<file path="src/rtl/display_modn_count_if.sv">
// Control inputs and display outputs of one modulo-N BCD display counter.
// The driving side uses master, the counter uses slave.
interface display_modn_count_if #(
   parameter int DIGITS = 2
);
   logic                  clear;
   logic                  count;
   logic                  up;
   logic                  load;
   logic [4*DIGITS-1:0]   load_bcd;
   logic [4*DIGITS-1:0]   bcd;
   logic [7*DIGITS-1:0]   ssl;
   logic                  carry;

   modport master (
      output clear, count, up, load, load_bcd,
      input  bcd, ssl, carry
   );

   modport slave (
      input  clear, count, up, load, load_bcd,
      output bcd, ssl, carry
   );
endinterface

</file>
<file path="src/rtl/display_modn_count.sv">
// Modulo-N BCD up/down counter with load, 7-segment decode, leading-zero blanking
// and a combinational carry/borrow that feeds the count input of the next stage.
module display_modn_count #(
   parameter int MODULO        = 60,
   parameter int DIGITS        = 2,
   parameter int BLANK_LEADING = 0
) (
   input logic                 clock,
   input logic                 reset,
   display_modn_count_if.slave bus
);
   localparam int W = 4*DIGITS;

   function automatic logic [W-1:0] to_bcd(input int v);
      logic [W-1:0] r;
      r = '0;
      for (int k = 0; k < DIGITS; k++) r[4*k +: 4] = 4'((v / (10**k)) % 10);
      return r;
   endfunction

   function automatic logic [6:0] seg7(input logic [3:0] d);
      logic [6:0] s;
      case (d)
         4'd0:    s = 7'b0111111;
         4'd1:    s = 7'b0000110;
         4'd2:    s = 7'b1011011;
         4'd3:    s = 7'b1001111;
         4'd4:    s = 7'b1100110;
         4'd5:    s = 7'b1101101;
         4'd6:    s = 7'b1111101;
         4'd7:    s = 7'b0000111;
         4'd8:    s = 7'b1111111;
         4'd9:    s = 7'b1101111;
         default: s = 7'b0000000;
      endcase
      return s;
   endfunction

   localparam logic [W-1:0] MAX_BCD = to_bcd(MODULO - 1);

   generate
      if (DIGITS < 1 || DIGITS > 4 || MODULO < 2 || MODULO > 10**DIGITS) begin : g_bad_param
         $error("display_modn_count: illegal MODULO/DIGITS combination");
      end
   endgenerate

   logic [W-1:0] val, inc, dec, nxt;
   logic         ci, bi, ld_ok, at_max, at_zero;

   // Ripple increment/decrement digit by digit; also qualify the load value.
   always_comb begin
      inc   = val;
      dec   = val;
      ci    = 1'b1;
      bi    = 1'b1;
      ld_ok = 1'b1;
      for (int k = 0; k < DIGITS; k++) begin
         if (ci) begin
            if (val[4*k +: 4] == 4'd9) inc[4*k +: 4] = 4'd0;
            else begin
               inc[4*k +: 4] = val[4*k +: 4] + 4'd1;
               ci = 1'b0;
            end
         end
         if (bi) begin
            if (val[4*k +: 4] == 4'd0) dec[4*k +: 4] = 4'd9;
            else begin
               dec[4*k +: 4] = val[4*k +: 4] - 4'd1;
               bi = 1'b0;
            end
         end
         if (bus.load_bcd[4*k +: 4] > 4'd9) ld_ok = 1'b0;
      end
      // With all digits legal, BCD order equals numeric order.
      if (bus.load_bcd > MAX_BCD) ld_ok = 1'b0;
   end

   assign at_max  = (val == MAX_BCD);
   assign at_zero = (val == '0);

   always_comb begin
      nxt = val;
      if (bus.up) nxt = at_max  ? '0      : inc;
      else        nxt = at_zero ? MAX_BCD : dec;
   end

   always_ff @(posedge clock or negedge reset) begin
      if (!reset)         val <= '0;
      else if (bus.clear) val <= '0;
      else if (bus.load)  val <= ld_ok ? bus.load_bcd : '0;
      else if (bus.count) val <= nxt;
   end

   assign bus.bcd   = val;
   assign bus.carry = reset & bus.count & ~bus.clear & ~bus.load & (bus.up ? at_max : at_zero);

   genvar g;
   generate
      for (g = 0; g < DIGITS; g++) begin : g_seg
         if (g == 0) begin : g_lsd
            assign bus.ssl[6:0] = seg7(val[3:0]);
         end else begin : g_upper
            // Blank only when this digit and everything above it is zero.
            assign bus.ssl[7*g +: 7] = (BLANK_LEADING != 0 && val[W-1:4*g] == '0)
                                       ? 7'b0000000 : seg7(val[4*g +: 4]);
         end
      end
   endgenerate
endmodule
</file>
<file path="src/flat_wrapper.sv">
// flat-port wrapper written by rule: the top's interface ports become plain ports
module display_modn_count_flat 
#(
   parameter int MODULO        = 60,
   parameter int DIGITS        = 2,
   parameter int BLANK_LEADING = 0
)
  (clock, reset, bus_clear, bus_count, bus_up, bus_load, bus_load_bcd, bus_bcd, bus_ssl, bus_carry);
  display_modn_count_if #(.DIGITS(DIGITS)) bus_i ();
  input logic clock;
  input logic reset;
  input wire logic [$bits(bus_i.clear)-1:0] bus_clear;
  input wire logic [$bits(bus_i.count)-1:0] bus_count;
  input wire logic [$bits(bus_i.up)-1:0] bus_up;
  input wire logic [$bits(bus_i.load)-1:0] bus_load;
  input wire logic [$bits(bus_i.load_bcd)-1:0] bus_load_bcd;
  output wire logic [$bits(bus_i.bcd)-1:0] bus_bcd;
  output wire logic [$bits(bus_i.ssl)-1:0] bus_ssl;
  output wire logic [$bits(bus_i.carry)-1:0] bus_carry;
  assign bus_i.clear = bus_clear;
  assign bus_i.count = bus_count;
  assign bus_i.up = bus_up;
  assign bus_i.load = bus_load;
  assign bus_i.load_bcd = bus_load_bcd;
  assign bus_bcd = bus_i.bcd;
  assign bus_ssl = bus_i.ssl;
  assign bus_carry = bus_i.carry;
  display_modn_count #(.MODULO(MODULO), .DIGITS(DIGITS), .BLANK_LEADING(BLANK_LEADING)) u_core (.clock(clock), .reset(reset), .bus(bus_i));
endmodule
</file>
<file path="config.mk">
export PLATFORM = sky130hd
export DESIGN_NAME = display_modn_count_flat
export DESIGN_NICKNAME = d
export VERILOG_FILES = /design/src/rtl/display_modn_count_if.sv /design/src/rtl/display_modn_count.sv /design/src/flat_wrapper.sv
export SDC_FILE = /design/constraint.sdc
export NUM_CORES = 1
export LEC_CHECK = 0
export ABC_AREA = 0
export CORE_MARGIN = 2
export CORE_UTILIZATION = 30
export CTS_CLUSTER_DIAMETER = 120
export CTS_CLUSTER_SIZE = 40
export DETAILED_ROUTE_END_ITERATION = 10
export GPL_TIMING_DRIVEN = 0
export PLACE_DENSITY = 0.52
export SLEW_MARGIN = 30
export SYNTH_ARGS = -nofsm -noshare
export SYNTH_HDL_FRONTEND = slang
export SYNTH_SLANG_ARGS = --single-unit
</file>
<file path="constraint.sdc">
create_clock -name clock -period 2.2 [get_ports clock]
set_input_delay 0.33 -clock clock [delete_from_list [all_inputs] [get_ports clock]]
set_output_delay 0.33 -clock clock [all_outputs]
set_load 0.005 [all_outputs]
</file>
==> results by group, run 1 <==
Run status
  – Status: finished, final reports clean

Yosys
  – Syn avg cell area: 7.684 um2
  – Synth cell types: 59
  – Synthesized area: 1306 um2
  – #FFs+latches synth: 8
  – Top cells by area, synth: dfrtp_1 (15%), ha_1 (14%), o21ai_0 (5.0%)
  – Async set-reset flop share out of synthesis: 1.000
  – Number of synthesized flops with an enable pin: 0
  – Net Count, Synth: 199
  – Post-synth top area cell: dfrtp_1
  – Post-synth top flop: dfrtp_1
  – Post-synthesis sequential area ratio: 0.1533
  – YS warnings: 0
  – Syn Inst Count: 170
  – Synth top area share: 0.1533

Cells and area
  – Max reg flops: 8
  – Register area: 207.7 um2
  – Commonest non-fill, non-tap cell in the layout: clkdlybuf4s50_1
  – ANT cells: 0
  – Most frequent cells in the layout: clkdlybuf4s50_1 (31), nand2_1 (17), buf_4 (17), o21ai_0 (11), ha_1 (11)
  – Layout area overhead: 52.87%
  – Multi-input logic area: 1102 um2
  – Layout cell share with drive strength beyond 1: 0.2556
  – Number of fill cells: 411
  – Fin area: 1997 um2
  – Final #Nets: 254
  – Final core utilization: 0.4887

Global route
  – GR Overflow Total: 0
  – Vias in the first global route: 1371
  – GR peak layer: met2
  – M3 GR Usage: 0.01299
  – Largest net degree at the start of global routing: 20
  – Antenna violations before repair: 0
  – Met2 Use GR: 0.2635
  – First-pass GRT wire length: 6.810 mm
  – Gr usage total: 0.1670
  – Met1 Usage GRT: 0.2428

Floorplan
  – I/O pins: 37
  – Starting Density: 0.3197
  – Die height: 69.99 um
  – Die area: 4898 um2
  – FP Rows: 23
  – CORE AREA: 4086 um2
  – Die X: 69.99 um

Power and ir drop
  – Peak VDD IR: 0.2126 mV
  – PD cells: 385.8 nW/um2
  – Leakage: 0.0008281 uW

Route
  – Vias post-DR: 1494
  – DRT Wirelength: 4.060 mm
  – DRC viols: 0
  – Initial DRC Count: 46
  – DR WL/cell: 14.87 um
  – Routed Antenna Nets: 0
  – Drt first pass iters: 4
  – Vias per cell: 5.473

Clock network
  – Clock Pin Slew Worst Setup and Hold Paths: 0.04 ns
  – Clock H-tree levels: 1
  – Root Buffer Master: clkbuf_8
  – Clk sinks: 8
  – Worst-skew pair later-pin latency: 0.23 ns
  – Hold-fix buffers at CTS: 0
  – Num CTS Buffers: 3
  – Clk buf depth: 2
  – TritonCTS clock tree: done

Setup path
  – Crit path cell chain: buf_6 > nand2b_2 > o22ai_1 > clkdlybuf4s50_1
  – Max stage delay on crit path: 0.54 ns
  – CP Launch Type: register
  – Reg2Reg Setup Slack: 0.18 ns
  – CP Capture Type: primary output
  – CP Class: register to primary output
  – CP max-delay cell: clkdlybuf4s50_1
  – Crit path max fanout: 19
  – CP arrival: 1.80 ns
  – CP required: 1.87 ns

STA
  – Final period utilization: 0.9666
  – F_max: 470.2 MHz
  – Slew Limit Fails: 0
  – Clock skew: 0.004141 ns
  – Minimum clock period: 2.127 ns
  – Relative slew slack: 0.6295
  – Slew @ Worst Pin: 0.5558 ns
  – Unrepaired setup endpoints after global routing: false
  – Final Hold Viols: 0
  – Final Worst Setup Slack: 0.07341 ns
  – Setup violators final: 0

Placement
  – Dpl cell area: 1709 um2
  – Number of port buffers: 34
  – Post-DP HPWL: 2.964 mm
  – Placer Congestion: 0.9155
  – Placement Setup Slack: -0.5184 ns

Job
  – Max Cap Viol: 0

Min path
  – Worst min path class: input port to async pin
==> layout make-up <==
type                       count  share of cell area
inverter                      12             0.02506
multi-input combinational    140              0.5520
sequential                     8              0.1040
tap                           50             0.03133
timing repair buffer          51              0.2362
clock buffer                   3             0.02068
buffer                         9             0.03070
==> where the power goes <==
group,total (uW),internal [uW],switching [uW]
combinational,426,232,194
clock,172,118,54.2
sequential,172,158,14.0
total,770,508,263
==> synth_stat cells (all sizes together) (3+ instances only) <==
cell     n
mux2i    3
ha      15
clkbuf   3
nor2b    3
dfrtp    8
nor3b    4
nor2     8
nand3    7
o21ai   14
nand2b   6
buf      7
nand2   17
inv     12
a21oi    9
o22ai    4
==> path summary, 6_finish.rpt <==
check | startpoint | to | depth (start not counted)
min in group clock | bus_count | u_core.bus.bcd[3]$_DFFE_PN0P_ | 3
worst min-delay path | reset | u_core.bus.bcd[3]$_DFFE_PN0P_ | 1
worst max-delay path | u_core.bus.bcd[3]$_DFFE_PN0P_ | bus_ssl[6] | 4
worst max register to register | u_core.bus.bcd[0]$_DFFE_PN0P_ | u_core.bus.bcd[4]$_DFFE_PN0P_ | 7
worst min register to register | u_core.bus.bcd[7]$_DFFE_PN0P_ | u_core.bus.bcd[7]$_DFFE_PN0P_ | 3
max in group asynchronous | reset | u_core.bus.bcd[5]$_DFFE_PN0P_ | 1
==> cell families after synthesis <==
kind of cell             Yosys count  synth area share
AND/OR/NAND/NOR                   63            0.2740
AO/OA/AOI/OAI                     56            0.3104
buffers and inverters             22           0.07375
adder cells (fa/ha/maj)           15            0.1437
flip-flops                         8            0.1533
multiplexers                       4           0.03161
XOR/XNOR                           2           0.01341
==> routing by layer <==
layer / share of wire / wire length (um)
met1: 0.49 / 1978
met2: 0.47 / 1890
met3: 0.033 / 135
met4: 0.014 / 55
met5: 0 / 0
==> what timing repair did <==
| action | 4_1_cts | 5_1_grt |
|---|---|---|
| setup endpoints to repair | 17 | 8 |
| gates resized for setup | 33 | 8 |
| pin swaps | 0 | 1 |
| buffers inserted | 11 | 6 |
==> critical path: cells and delay by family (launching register included) <==
family	cells	cell delay (ns)
flip-flops	1	0.45
AND/OR/NAND/NOR	1	0.23
buffers and inverters	2	0.72
AO/OA/AOI/OAI	1	0.17
==> metrics by stage <==
stage / power [uW] / setup TNS, ns / hold slack, ns / instances
2_1_floorplan: 357.5 / 0 / 0.03441 / 170
3_3_place_gp: 516.1 / -0.8779 / 0.6624 / 254
3_5_place_dp: 516.9 / -0.9763 / 0.6650 / 254
4_1_cts: 750.0 / 0 / 0.4286 / 267
5_1_grt: 821.3 / 0 / 0.4557 / 273
6_report: 770.5 / 0 / 0.4181 / 273
(Power assumes the default switching activity.)
==> run 2: changes to the inputs <==
Settings changed: SLEW_MARGIN 30 to 20.
==> results of run 2 <==
Final layout, timing and power as in run 1 (identical DEF).
